--- config.mk ---
export PLATFORM = sky130hd
export DESIGN_NAME = alu_seq_core_flat
export DESIGN_NICKNAME = d
export VERILOG_FILES = /design/src/rtl/alu_seq_pkg.sv /design/src/rtl/alu_seq_core_if.sv /design/src/rtl/alu_seq_core_shift_add_mul.sv /design/src/rtl/alu_seq_core.sv /design/src/flat_wrapper.sv
export SDC_FILE = /design/constraint.sdc
export NUM_CORES = 1
export LEC_CHECK = 0
export CAP_MARGIN = 30
export CORE_UTILIZATION = 45
export DETAILED_ROUTE_END_ITERATION = 12
export PLACE_DENSITY_LB_ADDON = 0.08
export SLEW_MARGIN = 30
export SYNTH_ARGS = -nofsm -noshare
export SYNTH_HDL_FRONTEND = slang
export SYNTH_SLANG_ARGS = --single-unit
--- constraint.sdc ---
create_clock -name clk -period 1.8 [get_ports clk]
set_input_delay 0.18 -clock clk [delete_from_list [all_inputs] [get_ports clk]]
set_output_delay 0.18 -clock clk [all_outputs]
set_load 0.05 [all_outputs]
--- src/rtl/alu_seq_pkg.sv ---
// rtl/alu_seq_pkg.sv - shared opcode and state types for the sequential ALU
// Purpose: opcode and FSM state enumerations used by alu_seq_core, its bus
//          interface and the testbench.
// Ports:   none (package).
package alu_seq_pkg;

    typedef enum logic [2:0] {
        OP_ADD = 3'b000,
        OP_SUB = 3'b001,
        OP_AND = 3'b010,
        OP_OR  = 3'b011,
        OP_XOR = 3'b100,
        OP_MUL = 3'b101,
        OP_ACC = 3'b110,
        OP_CLR = 3'b111
    } alu_op_e;

    typedef enum logic {
        ST_IDLE = 1'b0,
        ST_MUL  = 1'b1
    } alu_state_e;

endpackage

--- src/rtl/alu_seq_core_if.sv ---
// rtl/alu_seq_core_if.sv - start/done request bus between a requester and alu_seq_core
// Purpose: bundles the operation request and the registered response of the ALU.
// Ports (modport master = requester, slave = core):
//   start, op[2:0], a[W-1:0], b[W-1:0]        : request, driven by master
//   result[2W-1:0], carry, zero, err, busy, done : response, driven by slave
interface alu_seq_core_if #(
    parameter int W = 3
);
    logic           start;
    logic [2:0]     op;
    logic [W-1:0]   a;
    logic [W-1:0]   b;
    logic [2*W-1:0] result;
    logic           carry;
    logic           zero;
    logic           err;
    logic           busy;
    logic           done;

    modport master (
        output start, op, a, b,
        input  result, carry, zero, err, busy, done
    );

    modport slave (
        input  start, op, a, b,
        output result, carry, zero, err, busy, done
    );
endinterface

--- src/rtl/alu_seq_core_shift_add_mul.sv ---
// rtl/alu_seq_core_shift_add_mul.sv - W-step unsigned shift-add multiplier
// Purpose: computes a*b exactly in 2W bits, one partial product per clock.
// Ports:
//   clk, rst          : clock, asynchronous active-high reset
//   load_i            : latch a_i/b_i and take the first partial product
//   a_i, b_i [W-1:0]  : operands
//   product_o [2W-1:0]: running/final product
//   valid_o           : all W partial products accumulated
module shift_add_mul #(
    parameter int W = 3
) (
    input  logic           clk,
    input  logic           rst,
    input  logic           load_i,
    input  logic [W-1:0]   a_i,
    input  logic [W-1:0]   b_i,
    output logic [2*W-1:0] product_o,
    output logic           valid_o
);
    localparam int CW = $clog2(W + 1);

    logic [2*W-1:0] prod_q;
    logic [2*W-1:0] mcand_q;
    logic [W-1:0]   mplier_q;
    logic [CW-1:0]  cnt_q;

    // The load edge already accumulates bit 0, so W edges in total
    // (load plus W-1 further steps) complete the product.
    always_ff @(posedge clk or posedge rst) begin
        if (rst) begin
            prod_q   <= '0;
            mcand_q  <= '0;
            mplier_q <= '0;
            cnt_q    <= CW'(W);
        end else if (load_i) begin
            prod_q   <= b_i[0] ? {{W{1'b0}}, a_i} : '0;
            mcand_q  <= {{(W-1){1'b0}}, a_i, 1'b0};
            mplier_q <= b_i >> 1;
            cnt_q    <= CW'(1);
        end else if (cnt_q != CW'(W)) begin
            if (mplier_q[0]) begin
                prod_q <= prod_q + mcand_q;
            end
            mcand_q  <= mcand_q << 1;
            mplier_q <= mplier_q >> 1;
            cnt_q    <= cnt_q + CW'(1);
        end
    end

    assign product_o = prod_q;
    assign valid_o   = (cnt_q == CW'(W));
endmodule

--- src/rtl/alu_seq_core.sv ---
// rtl/alu_seq_core.sv - sequential ALU with accumulator and optional multiplier
// Purpose: executes ADD/SUB/AND/OR/XOR/ACC/CLR in one edge; MUL takes W edges
//          through shift_add_mul when ALU_SEQ_MUL_EN is defined, otherwise
//          MUL completes at once with err=1 and result=0.
// Ports:
//   clk, rst : clock, asynchronous active-high reset
//   bus      : alu_seq_core_if.slave (start/op/a/b in; result/carry/zero/
//              err/busy/done out). bus.W must equal W.
// Config macro: ALU_SEQ_MUL_EN
import alu_seq_pkg::*;

module alu_seq_core #(
    parameter int W = 3
) (
    input  logic          clk,
    input  logic          rst,
    alu_seq_core_if.slave bus
);
    localparam int RW = 2 * W;

    alu_state_e    state_q, state_d;
    logic [RW-1:0] result_q, result_d;
    logic [RW-1:0] acc_q, acc_d;
    logic          carry_q, carry_d;
    logic          zero_q, zero_d;
    logic          err_q, err_d;
    logic          done_q, done_d;
    logic          busy;

    alu_op_e       op;
    logic [W:0]    add_sum;
    logic [W-1:0]  sub_diff;
    logic [RW:0]   acc_sum;

    assign op       = alu_op_e'(bus.op);
    assign add_sum  = {1'b0, bus.a} + {1'b0, bus.b};
    assign sub_diff = bus.a - bus.b;
    assign acc_sum  = {1'b0, acc_q} + {{(RW+1-W){1'b0}}, bus.a};

`ifdef ALU_SEQ_MUL_EN
    logic          mul_load;
    logic [RW-1:0] mul_product;
    logic          mul_valid;

    shift_add_mul #(.W(W)) u_mul (
        .clk       (clk),
        .rst       (rst),
        .load_i    (mul_load),
        .a_i       (bus.a),
        .b_i       (bus.b),
        .product_o (mul_product),
        .valid_o   (mul_valid)
    );

    assign mul_load = (state_q == ST_IDLE) && bus.start && (op == OP_MUL);
`endif

    // State register
    always_ff @(posedge clk or posedge rst) begin
        if (rst) begin
            state_q <= ST_IDLE;
        end else begin
            state_q <= state_d;
        end
    end

    // Next-state logic
    always_comb begin
        state_d = state_q;
        case (state_q)
            ST_IDLE: begin
`ifdef ALU_SEQ_MUL_EN
                if (bus.start && op == OP_MUL) begin
                    state_d = ST_MUL;
                end
`endif
            end
            ST_MUL: begin
`ifdef ALU_SEQ_MUL_EN
                if (mul_valid) begin
                    state_d = ST_IDLE;
                end
`else
                state_d = ST_IDLE;
`endif
            end
            default: state_d = ST_IDLE;
        endcase
    end

    // Output logic: busy is purely state-decoded
    always_comb begin
        busy = (state_q != ST_IDLE);
    end

    // Datapath next values; everything holds unless a completion happens.
    always_comb begin
        result_d = result_q;
        acc_d    = acc_q;
        carry_d  = carry_q;
        zero_d   = zero_q;
        err_d    = err_q;
        done_d   = 1'b0;
        if (state_q == ST_IDLE && bus.start) begin
            done_d  = 1'b1;
            carry_d = 1'b0;
            err_d   = 1'b0;
            case (op)
                OP_ADD: begin
                    result_d = RW'(add_sum);
                    carry_d  = add_sum[W];
                end
                OP_SUB: begin
                    result_d = RW'(sub_diff);
                    carry_d  = (bus.a < bus.b);
                end
                OP_AND: result_d = RW'(bus.a & bus.b);
                OP_OR:  result_d = RW'(bus.a | bus.b);
                OP_XOR: result_d = RW'(bus.a ^ bus.b);
                OP_MUL: begin
`ifdef ALU_SEQ_MUL_EN
                    // Only launches the multiplier; flags hold until it finishes.
                    done_d  = 1'b0;
                    carry_d = carry_q;
                    err_d   = err_q;
`else
                    result_d = '0;
                    err_d    = 1'b1;
`endif
                end
                OP_ACC: begin
                    acc_d    = acc_sum[RW-1:0];
                    result_d = acc_sum[RW-1:0];
                    carry_d  = acc_sum[RW];
                end
                OP_CLR: begin
                    acc_d    = '0;
                    result_d = '0;
                end
                default: ;
            endcase
            if (done_d) begin
                zero_d = (result_d == '0);
            end
        end
`ifdef ALU_SEQ_MUL_EN
        else if (state_q == ST_MUL && mul_valid) begin
            result_d = mul_product;
            carry_d  = 1'b0;
            err_d    = 1'b0;
            zero_d   = (mul_product == '0);
            done_d   = 1'b1;
        end
`endif
    end

    always_ff @(posedge clk or posedge rst) begin
        if (rst) begin
            result_q <= '0;
            acc_q    <= '0;
            carry_q  <= 1'b0;
            zero_q   <= 1'b0;
            err_q    <= 1'b0;
            done_q   <= 1'b0;
        end else begin
            result_q <= result_d;
            acc_q    <= acc_d;
            carry_q  <= carry_d;
            zero_q   <= zero_d;
            err_q    <= err_d;
            done_q   <= done_d;
        end
    end

    assign bus.result = result_q;
    assign bus.carry  = carry_q;
    assign bus.zero   = zero_q;
    assign bus.err    = err_q;
    assign bus.busy   = busy;
    assign bus.done   = done_q;
endmodule
--- src/flat_wrapper.sv ---
// flat-port wrapper written by rule: the top's interface ports become plain ports
module alu_seq_core_flat 
#(
    parameter int W = 3
)
  (clk, rst, bus_start, bus_op, bus_a, bus_b, bus_result, bus_carry, bus_zero, bus_err, bus_busy, bus_done);
  alu_seq_core_if #(.W(W)) bus_i ();
  input  logic clk;
  input  logic rst;
  input wire logic [$bits(bus_i.start)-1:0] bus_start;
  input wire logic [$bits(bus_i.op)-1:0] bus_op;
  input wire logic [$bits(bus_i.a)-1:0] bus_a;
  input wire logic [$bits(bus_i.b)-1:0] bus_b;
  output wire logic [$bits(bus_i.result)-1:0] bus_result;
  output wire logic [$bits(bus_i.carry)-1:0] bus_carry;
  output wire logic [$bits(bus_i.zero)-1:0] bus_zero;
  output wire logic [$bits(bus_i.err)-1:0] bus_err;
  output wire logic [$bits(bus_i.busy)-1:0] bus_busy;
  output wire logic [$bits(bus_i.done)-1:0] bus_done;
  assign bus_i.start = bus_start;
  assign bus_i.op = bus_op;
  assign bus_i.a = bus_a;
  assign bus_i.b = bus_b;
  assign bus_result = bus_i.result;
  assign bus_carry = bus_i.carry;
  assign bus_zero = bus_i.zero;
  assign bus_err = bus_i.err;
  assign bus_busy = bus_i.busy;
  assign bus_done = bus_i.done;
  alu_seq_core #(.W(W)) u_core (.clk(clk), .rst(rst), .bus(bus_i));
endmodule
==> impl_metrics.py <==
metrics = {
    "cts": {
        "ctsLongestPathBuffers": 2,
        "ctsHoldBuffers": 0,
        "cts_num_sinks": 16,
        "root_buffer": "clkbuf_4",
        "cts_inserted_buffers": 3,
        "htree_num_levels": 1,
        "cts_tree": "built",
        "clk_pin_slew_worst_paths_ns": 0.10,
        "insertion_delay_ns": 0.29,
    },
    "logic_synthesis": {
        "syn-cell-area_mm2": 0.00123,
        "ys_warn_count": 0,
        "synth-compound-area-share_pct": 20.0,
        "syn_nets": 161,
        "synth_cell_types": 38,
        "synth_edf_count": 0,
        "synth-main-ff-cell": "dfrtp_1",
        "synth_xor_area_share_pct": 2.13,
        "synthMuxAreaShare_pct": 3.55,
        "ys_seq_area_share_pct": 32.4,
        "ys_ff_latch": 16,
        "async_reset_ff_share_pct": 100,
        "syn_area_per_cell_um2": 9.22,
        "synth_top_family_by_area": "compound AO/OA/AOI/OAI gates",
        "synthAdderAreaFrac_pct": 17.0,
        "synth-simple-area-share_pct": 15.6,
        "netlist_instances": 134,
    },
    "routing": {
        "wl_per_cell_um": 15.9,
        "route.met3.wl_um": 185,
        "routed-wl-met2_um": 1770,
        "routed_wl_um": 3510,
        "drt_iter0_markers": 34,
        "via_per_inst": 5.52,
        "ant_nets": 0,
        "num_vias": 1219,
        "remaining_drc_errors": 0,
        "dr.pass1.iters": 4,
        "top_layer": "met4",
        "wl_met1_um": 1440,
    },
    "sta": {
        "tns_ns": -0.751,
        "layout_setup_ws_ns": -0.210,
        "worstMarginPinSlew_ns": 0.600,
        "fin_crit_sh_pct": 112,
        "rsz0062_at_grt": "yes",
        "setup_viol": 6,
        "fmax_ghz": 0.497,
        "relSlewSlack_pct": 59.9,
        "timing.hold.ws_ns": 0.240,
        "period_minus_slack_ns": 2.01,
        "final-hold-violation-count": 0,
        "final_max_slew_viol_count": 0,
        "skew_ns": 0.0131,
    },
    "global_route": {
        "antenna_found_initial": 0,
        "track_usage_pct": 25.6,
        "grt_max_degree": 17,
        "grt_pass1_vias": 1190,
        "overflow": 0,
        "grt_pass1_wl_um": 5290,
    },
    "critical_path": {
        "max_stage_delay_ns": 0.44,
        "start_kind": "flip-flop",
        "cp_slowest_cell": "fa_2",
        "crit_cells": 8,
        "critical_path_required_ns": 2.01,
        "arrival_ns": 2.22,
        "worst-path-buf-inv": 2,
        "crit_chain": "ha_2 > inv_2 > fa_2 > or2b_4 > a21oi_4 > o32ai_4 > buf_4 > o21ai_2",
        "r2r_cells": 8,
        "r2r-start": "u_core.acc_q[0]$_DFFE_PP0P_",
        "worst-path-max-fanout": 2,
        "critPathTopFamily": "adder cells",
        "endpoint": "u_core.bus.result[1]$_DFFE_PP0P_",
        "r2r_slack_ns": -0.21,
        "critical_path.startpoint": "u_core.acc_q[0]$_DFFE_PP0P_",
        "end_kind": "flip-flop",
        "r2r_end": "u_core.bus.result[1]$_DFFE_PP0P_",
        "path_class": "flip-flop to flip-flop",
    },
    "floorplanning": {
        "core_area_mm2": 0.00254,
        "fp.dieH_um": 54.4,
        "rows": 18,
        "io_pins": 23,
        "dieWidth_um": 54.4,
        "start_util_pct": 48.5,
        "die_area_mm2": 0.00296,
    },
    "layout": {
        "insertedDiodeCount": 0,
        "fin_util_pct": 73.9,
        "num-fill-cells": 186,
        "final_nets": 219,
        "drive_gt1_share_pct": 36.1,
        "design_area_mm2": 0.00188,
        "area_growth_pct": 52.3,
    },
    "placed_design": {
        "gp_congestion": 0.824,
        "portBuffers": 21,
        "dp_hpwl_um": 2510,
        "dpl_cell_area_mm2": 0.00169,
    },
    "min_path": {
        "hold_path_class": "input port to async pin",
    },
    "outcome": {
        "violations": "setup timing",
        "outcome": "finished, violations left",
    },
    "pwr": {
        "p_leak_nw": 0.901,
        "powerDensity_mw_per_mm2": 676,
        "peakVddDrop_v": 0.000603,
    },
    "job": {
        "max-cap-violations": 0,
    },
}
## registers in the layout, indices dropped and copies added (netlist names)
signal / count
u_core.bus.carry: 1
u_core.bus.zero: 1
u_core.bus.result: 6
u_core.bus.err: 1
u_core.bus.done: 1
u_core.acc_q: 6
## cells in the mapped netlist, types with 3 or more instances
cell type  number  share of area [%]
dfrtp_1        16                 32
inv_1          13                4.0
nand2_1        13                4.0
ha_1           12                 12
nor2_1         11                3.3
o21ai_0         8                3.2
a21oi_1         7                2.8
nor3_1          5                2.0
a21o_1          3                1.8
buf_6           3                2.7
fa_1            3                4.9
mux2_2          3                2.7
or2b_2          3                2.1
## cells in the final DEF, fill, tap and decap left out, drive strengths merged, types with 3 or more instances in the layout
master	synthesis	final
clkdlybuf4s50	0	18
buf	4	37
ha	12	12
a21o	3	3
mux2	3	3
fa	3	3
a21oi	7	7
nor2	11	11
clkbuf	1	4
nor3	5	5
dfrtp	16	16
or2b	3	3
nand2	13	13
inv	13	13
o21ai	9	9
## what timing repair did
item | 4_1_cts | 5_1_grt
resized for setup | 16 | 12
setup buffers | 3 | 2
pin swaps | 6 | 5
setup endpoints to repair | 8 | 8
## area by class of cell
class | instances | area [um^2] | share of cell area, %
clock buffer | 4 | 36.3 | 1.93
sequential | 16 | 400 | 21.3
tap | 30 | 37.5 | 2.00
timing repair buffer | 58 | 492 | 26.1
multi-input combinational | 98 | 858 | 45.6
inverter | 15 | 56.3 | 2.99
## worst register-to-register path, delay by kind of cell, from the launching register on
| family | cells | cell delay (ns) |
|---|---|---|
| fa+ha+maj | 2 | 0.63 |
| buf+inv | 2 | 0.22 |
| compound gates | 3 | 0.40 |
| flops | 1 | 0.42 |
| simple gates | 1 | 0.27 |
## worst min-delay path by stage
stage | startpoint | endpoint | depth (start not counted)
after floorplan | rst | u_core.acc_q[0]$_DFFE_PP0P_ | 1
final | rst | u_core.bus.done$_DFF_PP0_ | 2
after detailed placement | u_core.bus.err$_DFFE_PP0P_ | u_core.bus.err$_DFFE_PP0P_ | 2
after global placement | u_core.bus.result[4]$_DFFE_PP0P_ | u_core.bus.result[4]$_DFFE_PP0P_ | 1
after CTS | rst | u_core.bus.done$_DFF_PP0_ | 2
after global routing | rst | u_core.bus.done$_DFF_PP0_ | 2
## kinds of logic after synthesis
kind of cell | after synthesis
AO/OA/AOI/OAI | 35
XOR/XNOR | 3
adder cells (fa/ha/maj) | 15
buffers and inverters | 20
flip-flops | 16
multiplexers | 4
other | 1
AND/OR/NAND/NOR | 40
## layer usage
metal / GRT usage, % / up-vias
met5: 0 / -
met1: 28.9 / 559
met2: 48.0 / 66
met4: 9.40 / 0
met3: 3.61 / 18
li1: - / 576
## through the flow
step                cells  setup WS (ns)  power, mW
floorplan             134         0.0104      0.732
global placement      213         -0.477      0.924
detailed placement    213         -0.602      0.936
CTS                   220         -0.220       1.22
global route          221         -0.302       1.34
finish                221         -0.210       1.27
## power breakdown
| group | switching [mW] | total, mW | leakage [nW] | internal [mW] |
|---|---|---|---|---|
| clock | 0.118 | 0.241 | 0.0210 | 0.123 |
| sequential | 0.0355 | 0.437 | 0.210 | 0.401 |
| combinational | 0.312 | 0.593 | 0.670 | 0.281 |
(Power assumes the default switching activity.)
